<file path="config.mk">
export PLATFORM = sky130hd
export DESIGN_NAME = neuron_layer_driver
export DESIGN_NICKNAME = d
export VERILOG_FILES = /design/src/rtl/neuron_layer_pkg.sv /design/src/rtl/layer_out_serializer.sv /design/src/rtl/neuron_layer_driver.sv
export SDC_FILE = /design/constraint.sdc
export NUM_CORES = 1
export LEC_CHECK = 0
export ABC_AREA = 1
export CAP_MARGIN = 10
export CORE_MARGIN = 2
export CORE_UTILIZATION = 30
export CTS_CLUSTER_DIAMETER = 150
export DETAILED_ROUTE_END_ITERATION = 6
export SETUP_SLACK_MARGIN = 0.3
export SLEW_MARGIN = 15
export SYNTH_ARGS = -nofsm -noshare
export SYNTH_HDL_FRONTEND = slang
export SYNTH_SLANG_ARGS = --single-unit
</file>
<file path="constraint.sdc">
create_clock -name clk -period 1.7 [get_ports clk]
set_input_delay 0.17 -clock clk [delete_from_list [all_inputs] [get_ports clk]]
set_output_delay 0.17 -clock clk [all_outputs]
set_load 0.01 [all_outputs]
</file>
<file path="src/rtl/neuron_layer_pkg.sv">
// Shared types and defaults for the neuron-layer driver.
// State encoding, default geometry and an index-width helper.
package neuron_layer_pkg;

    typedef enum logic [1:0] {
        S_IDLE,
        S_LOAD,
        S_REQ,
        S_EMIT
    } state_t;

    localparam int DEF_W       = 8;
    localparam int DEF_NI      = 2;
    localparam int DEF_NO      = 2;
    localparam int DEF_TIMEOUT = 64;

    // Index width that stays at least one bit for single-entry ranges.
    function automatic int idx_w(input int n);
        return (n > 1) ? $clog2(n) : 1;
    endfunction

endpackage

</file>
<file path="src/rtl/layer_out_serializer.sv">
// Result capture register and EMIT-phase valid/ready/last sequencer.
// Captures all NO words on load, then streams word 0 .. NO-1.
module layer_out_serializer
    import neuron_layer_pkg::*;
#(
    parameter int W  = DEF_W,
    parameter int NO = DEF_NO
) (
    input  logic          clk,
    input  logic          rst,
    input  logic          load,
    input  logic [NO*W-1:0] res_bus,
    input  logic          out_ready,
    output logic          out_valid,
    output logic [W-1:0]  out_data,
    output logic          out_last,
    output logic          done
);

    localparam int IW = idx_w(NO);

    logic [NO*W-1:0] cap;
    logic [IW-1:0]   idx;
    logic            valid;
    logic            at_last;

    assign at_last   = (idx == IW'(NO - 1));
    assign out_valid = valid;
    assign out_last  = valid & at_last;
    assign done      = valid & out_ready & at_last;
    assign out_data  = valid ? cap[int'(idx)*W +: W] : '0;

    // Capture on load, then advance one word per accepted transfer.
    always_ff @(posedge clk or negedge rst) begin
        if (!rst) begin
            cap   <= '0;
            idx   <= '0;
            valid <= 1'b0;
        end else if (load) begin
            cap   <= res_bus;
            idx   <= '0;
            valid <= 1'b1;
        end else if (valid && out_ready) begin
            if (at_last) begin
                valid <= 1'b0;
                idx   <= '0;
            end else begin
                idx <= idx + 1'b1;
            end
        end
    end

endmodule

</file>
<file path="src/rtl/neuron_layer_driver.sv">
// Initiator side of the neuron-layer req/ack protocol.
// Optional REQ watchdog enabled by LAYER_DRV_TIMEOUT_EN.
module neuron_layer_driver
    import neuron_layer_pkg::*;
#(
    parameter int W       = DEF_W,
    parameter int NI      = DEF_NI,
    parameter int NO      = DEF_NO,
    parameter int TIMEOUT = DEF_TIMEOUT
) (
    input  logic                 clk,
    input  logic                 rst,
    input  logic                 in_valid,
    output logic                 in_ready,
    input  logic [W-1:0]         in_data,
    output logic                 mem_we,
    output logic [idx_w(NI)-1:0] mem_addr,
    output logic [W-1:0]         mem_wdata,
    output logic                 req,
    input  logic                 ack,
    input  logic [NO*W-1:0]      res_bus,
    output logic                 out_valid,
    input  logic                 out_ready,
    output logic [W-1:0]         out_data,
    output logic                 out_last,
    output logic                 busy,
    output logic                 err_timeout
);

    localparam int AW = idx_w(NI);

    state_t        state;
    state_t        state_nx;
    logic [AW-1:0] cnt;
    logic          accept;
    logic          ser_load;
    logic          ser_done;
    logic          timed_out;

    assign accept   = in_valid & in_ready;
    assign ser_load = (state == S_REQ) & ack;
    assign busy     = (state != S_IDLE);

    // State register.
    always_ff @(posedge clk or negedge rst) begin
        if (!rst) state <= S_IDLE;
        else      state <= state_nx;
    end

    // Next-state decode; ack wins over a same-cycle timeout.
    always_comb begin
        state_nx = state;
        unique case (state)
            S_IDLE: if (accept) state_nx = (NI == 1) ? S_REQ : S_LOAD;
            S_LOAD: if (accept && cnt == AW'(NI - 1)) state_nx = S_REQ;
            S_REQ: begin
                if (ack)            state_nx = S_EMIT;
                else if (timed_out) state_nx = S_IDLE;
            end
            S_EMIT: if (ser_done) state_nx = S_IDLE;
            default: state_nx = S_IDLE;
        endcase
    end

    // Registered handshake outputs, memory write port and word counter.
    always_ff @(posedge clk or negedge rst) begin
        if (!rst) begin
            cnt       <= '0;
            in_ready  <= 1'b0;
            mem_we    <= 1'b0;
            mem_addr  <= '0;
            mem_wdata <= '0;
            req       <= 1'b0;
        end else begin
            in_ready <= (state_nx == S_IDLE) || (state_nx == S_LOAD);
            req      <= (state_nx == S_REQ);
            mem_we   <= accept;
            if (accept) begin
                mem_addr  <= cnt;
                mem_wdata <= in_data;
                cnt       <= (state_nx == S_LOAD) ? cnt + 1'b1 : '0;
            end
        end
    end

`ifdef LAYER_DRV_TIMEOUT_EN
    localparam int TW = idx_w(TIMEOUT + 1);

    logic [TW-1:0] tcnt;

    assign timed_out = (state == S_REQ) && (tcnt == TW'(TIMEOUT - 1));

    // REQ watchdog and sticky abort flag, cleared by the next vector.
    always_ff @(posedge clk or negedge rst) begin
        if (!rst) begin
            tcnt        <= '0;
            err_timeout <= 1'b0;
        end else begin
            tcnt <= (state == S_REQ) ? tcnt + 1'b1 : '0;
            if (state == S_IDLE && accept)
                err_timeout <= 1'b0;
            else if (timed_out && !ack)
                err_timeout <= 1'b1;
        end
    end
`else
    assign timed_out   = 1'b0;
    assign err_timeout = 1'b0;
`endif

    layer_out_serializer #(
        .W  (W),
        .NO (NO)
    ) u_ser (
        .clk       (clk),
        .rst       (rst),
        .load      (ser_load),
        .res_bus   (res_bus),
        .out_ready (out_ready),
        .out_valid (out_valid),
        .out_data  (out_data),
        .out_last  (out_last),
        .done      (ser_done)
    );

endmodule

</file>
==> summary.txt <==
Finish
  • N_diodes: 0
  • Commonest non-fill, non-tap cell in the layout: nand2_1
  • Post-Layout Cell Count: 291
  • Area of the multi-input gates: 553 um2
  • Finished Cell Area: 2160 um2
  • Commonest cells after routing, fill and taps aside: 80 x nand2_1, 40 x clkdlybuf4s50_1, 31 x dfrtp_1
  • Nets: 266
  • Ratio of cells with drive above 1 in the final layout: 20.7%
  • Fillers: 495
  • Reg area: 828 um2
  • Area grow syn2layout: 49.6%
  • Final Util: 46.1%

STA
  • Max Fclk: 0.694 GHz
  • Period utilisation layout: 84.7%
  • RSZ-0062 raised after global routing: true
  • Clock skew: 0.00697 ns
  • Final Hold Fails: 0
  • Max-slew violations: 0
  • Setup TNS: 0 ns
  • # setup viols final: 0
  • Final Critical Period: 1.44 ns

Synth
  • Syn nets: 199
  • Yosys synthesis warning count: 0
  • Cell Area, Synth: 1450 um2
  • Netlist cell types: 24
  • #FFs+latches synth: 33
  • Mapped Avg Cell Area: 8.51 um2
  • Register area share after synthesis: 57.1%
  • Cells after Synth: 170

Clock tree
  • Clk buf depth: 2
  • Clk slew on worst S/H paths: 0.07 ns
  • Root Driver: clkbuf_8
  • Sink Count: 33
  • Clk_lat worst skew: 0.28 ns
  • # hold bufs at CTS: 0
  • Total CTS buffers: 5
  • CTS tree: built
  • H-tree lvl count: 2

Setup path
  • CP startpoint kind: flop
  • Slowest stage delay, CP: 0.47 ns
  • CP top delay family: flip-flops
  • Critical path required time: 1.53 ns
  • Kind of critical path: reg2out
  • Worst setup EP type: primary output
  • Crit path top cell by count: nor2_2
  • Crit path DAT: 1.27 ns
  • Crit path buffers/inverters: 3
  • Worst path cell trace: inv_4 -> buf_6 -> nor2_2 -> nor2_2 -> buf_2
  • CP max-delay cell: dfrtp_2
  • Max Fanout on Critical Path: 6

GRT
  • Met3 Resource Use GR: 5.21%
  • Pin count of the biggest net entering global routing: 34
  • Vias in the first global route: 1326
  • Antenna violations before repair: 0
  • Met1 Resource Use GR: 17.8%
  • Gr ovfl total: 0
  • Global route hottest layer: met2
  • Global Route Usage Sum: 14.4%
  • Global-route wire length before repair: 5.82 mm
  • GRT met2 Usage: 23.5%

Drt
  • Via count: 1299
  • DR iter-0 viols: 49
  • First drt pass iteration count: 4
  • DRC violations left: 0
  • Post-DRT Antenna Nets: 0
  • DR WL/cell: 12.2 um
  • Detail-routed via count per cell: 4.46
  • WL final: 3.55 mm

Place
  • Placed insts: 272
  • Detailed Place HPWL: 2.40 mm
  • Post-DP Area: 1990 um2
  • Routability Congestion: 0.737
  • Buffers on Ports: 51

Pwr
  • P_leak: 1.09 nW
  • Pwr Density: 1800 nW/um2
  • VDD IR-drop max: 0.755 mV
  • Design Power: 3.90 mW

Hold path
  • Hold Path Class: in2async

Floorplan
  • Chip Height: 73.4 um
  • # IOs: 53
  • Initial Utilization: 30.8%
  • Site row count: 25
  • Total core area: 4690 um2
  • Horiz. Die Dim: 73.4 um
  • Die area: 5390 um2

Run
  • Max Cap Viol: 0

Outcome
  • Status: finished clean
## flip-flops by register name (all words and copies together) (netlist names)
| register | count |
|---|---|
| state | 2 |
| in_ready | 1 |
| u_ser.at_last | 1 |
| cnt | 1 |
| u_ser.cap | 16 |
| mem_we | 1 |
| mem_wdata | 8 |
| u_ser.out_valid | 1 |
| mem_addr | 1 |
| req | 1 |
## layout make-up
| class | instances | area share, % |
|---|---|---|
| multi-input cells | 123 | 25.6 |
| repair buffers | 66 | 27.3 |
| clock buffers | 7 | 3.99 |
| well taps | 54 | 3.12 |
| flip-flops and latches | 33 | 38.3 |
| inverters | 8 | 1.74 |
## where the power goes
group          internal (mW)  switching (mW)
sequential              1.16           0.247
combinational          0.944           0.969
clock                  0.321           0.263
total                   2.42            1.48
## cells in the mapped netlist
library cell / n / share of area, %
a21boi_1: 1 / 0.52
inv_6: 1 / 0.61
inv_1: 4 / 1.0
nor2_4: 1 / 0.78
nand4_1: 1 / 0.43
nand3_1: 4 / 1.4
dfrtp_1: 33 / 57
clkbuf_1: 1 / 0.26
nand3_4: 1 / 1.2
or2_1: 1 / 0.43
nand2_1: 80 / 21
nand2_2: 1 / 0.43
nor2_1: 18 / 4.7
conb_1: 1 / 0.26
inv_2: 3 / 0.78
o211ai_1: 1 / 0.52
nor2_2: 1 / 0.43
buf_12: 1 / 1.4
buf_1: 1 / 0.26
nor3_4: 1 / 1.1
buf_6: 1 / 0.78
a21oi_1: 2 / 0.69
buf_4: 2 / 1.0
o21ai_0: 9 / 3.1
## through the flow
stage | setup slack (ns) | hold WS [ns]
5_1_grt | 0.209 | 0.351
6_report | 0.260 | 0.305
3_3_place_gp | 0.120 | 0.458
3_5_place_dp | 0.0584 | 0.468
4_1_cts | 0.209 | 0.320
2_1_floorplan | 0.600 | -0.126
## worst paths after layout
kind | start | to | slack [ns] | cells after the start
worst max-delay path | u_ser.at_last$_DFFE_PN0P_ | out_data[4] | 0.26 | 5
worst min-delay path | rst | u_ser.cap[9]$_DFFE_PN0P_ | 0.30 | 2
worst max register to register | u_ser.at_last$_DFFE_PN0P_ | req$_DFF_PN0_ | 0.41 | 7
worst min register to register | mem_wdata[6]$_DFFE_PN0P_ | mem_wdata[6]$_DFFE_PN0P_ | 0.48 | 2
max in group asynchronous | rst | u_ser.out_valid$_DFFE_PN0P_ | 1.07 | 2
min in group clk | res_bus[8] | u_ser.cap[8]$_DFFE_PN0P_ | 0.42 | 3
## cells by family after synthesis
family | Yosys count | share of synthesized area, %
AOI/OAI and AO/OA | 13 | 4.84
buffers and inverters | 14 | 6.14
DFF | 33 | 57.1
other | 1 | 0.259
and+or+nand+nor | 109 | 31.7
## layer usage
metal  up-vias  part of all wire [%]  routed length (um)
met4         0                   1.1                  38
met5         -                     0                   0
met1       585                    47                1660
met2        57                    44                1580
li1        653                     -                   -
met3         4                   7.7                 272
## timing repair
item | CTS | global route
gates resized for setup | 55 | 7
cloned | 0 | 0
endpoints found under the setup margin | 11 | 11
pin swaps | 4 | 6
buffers inserted | 8 | 4
No activity file was read; power rests on OpenSTA's default activity.
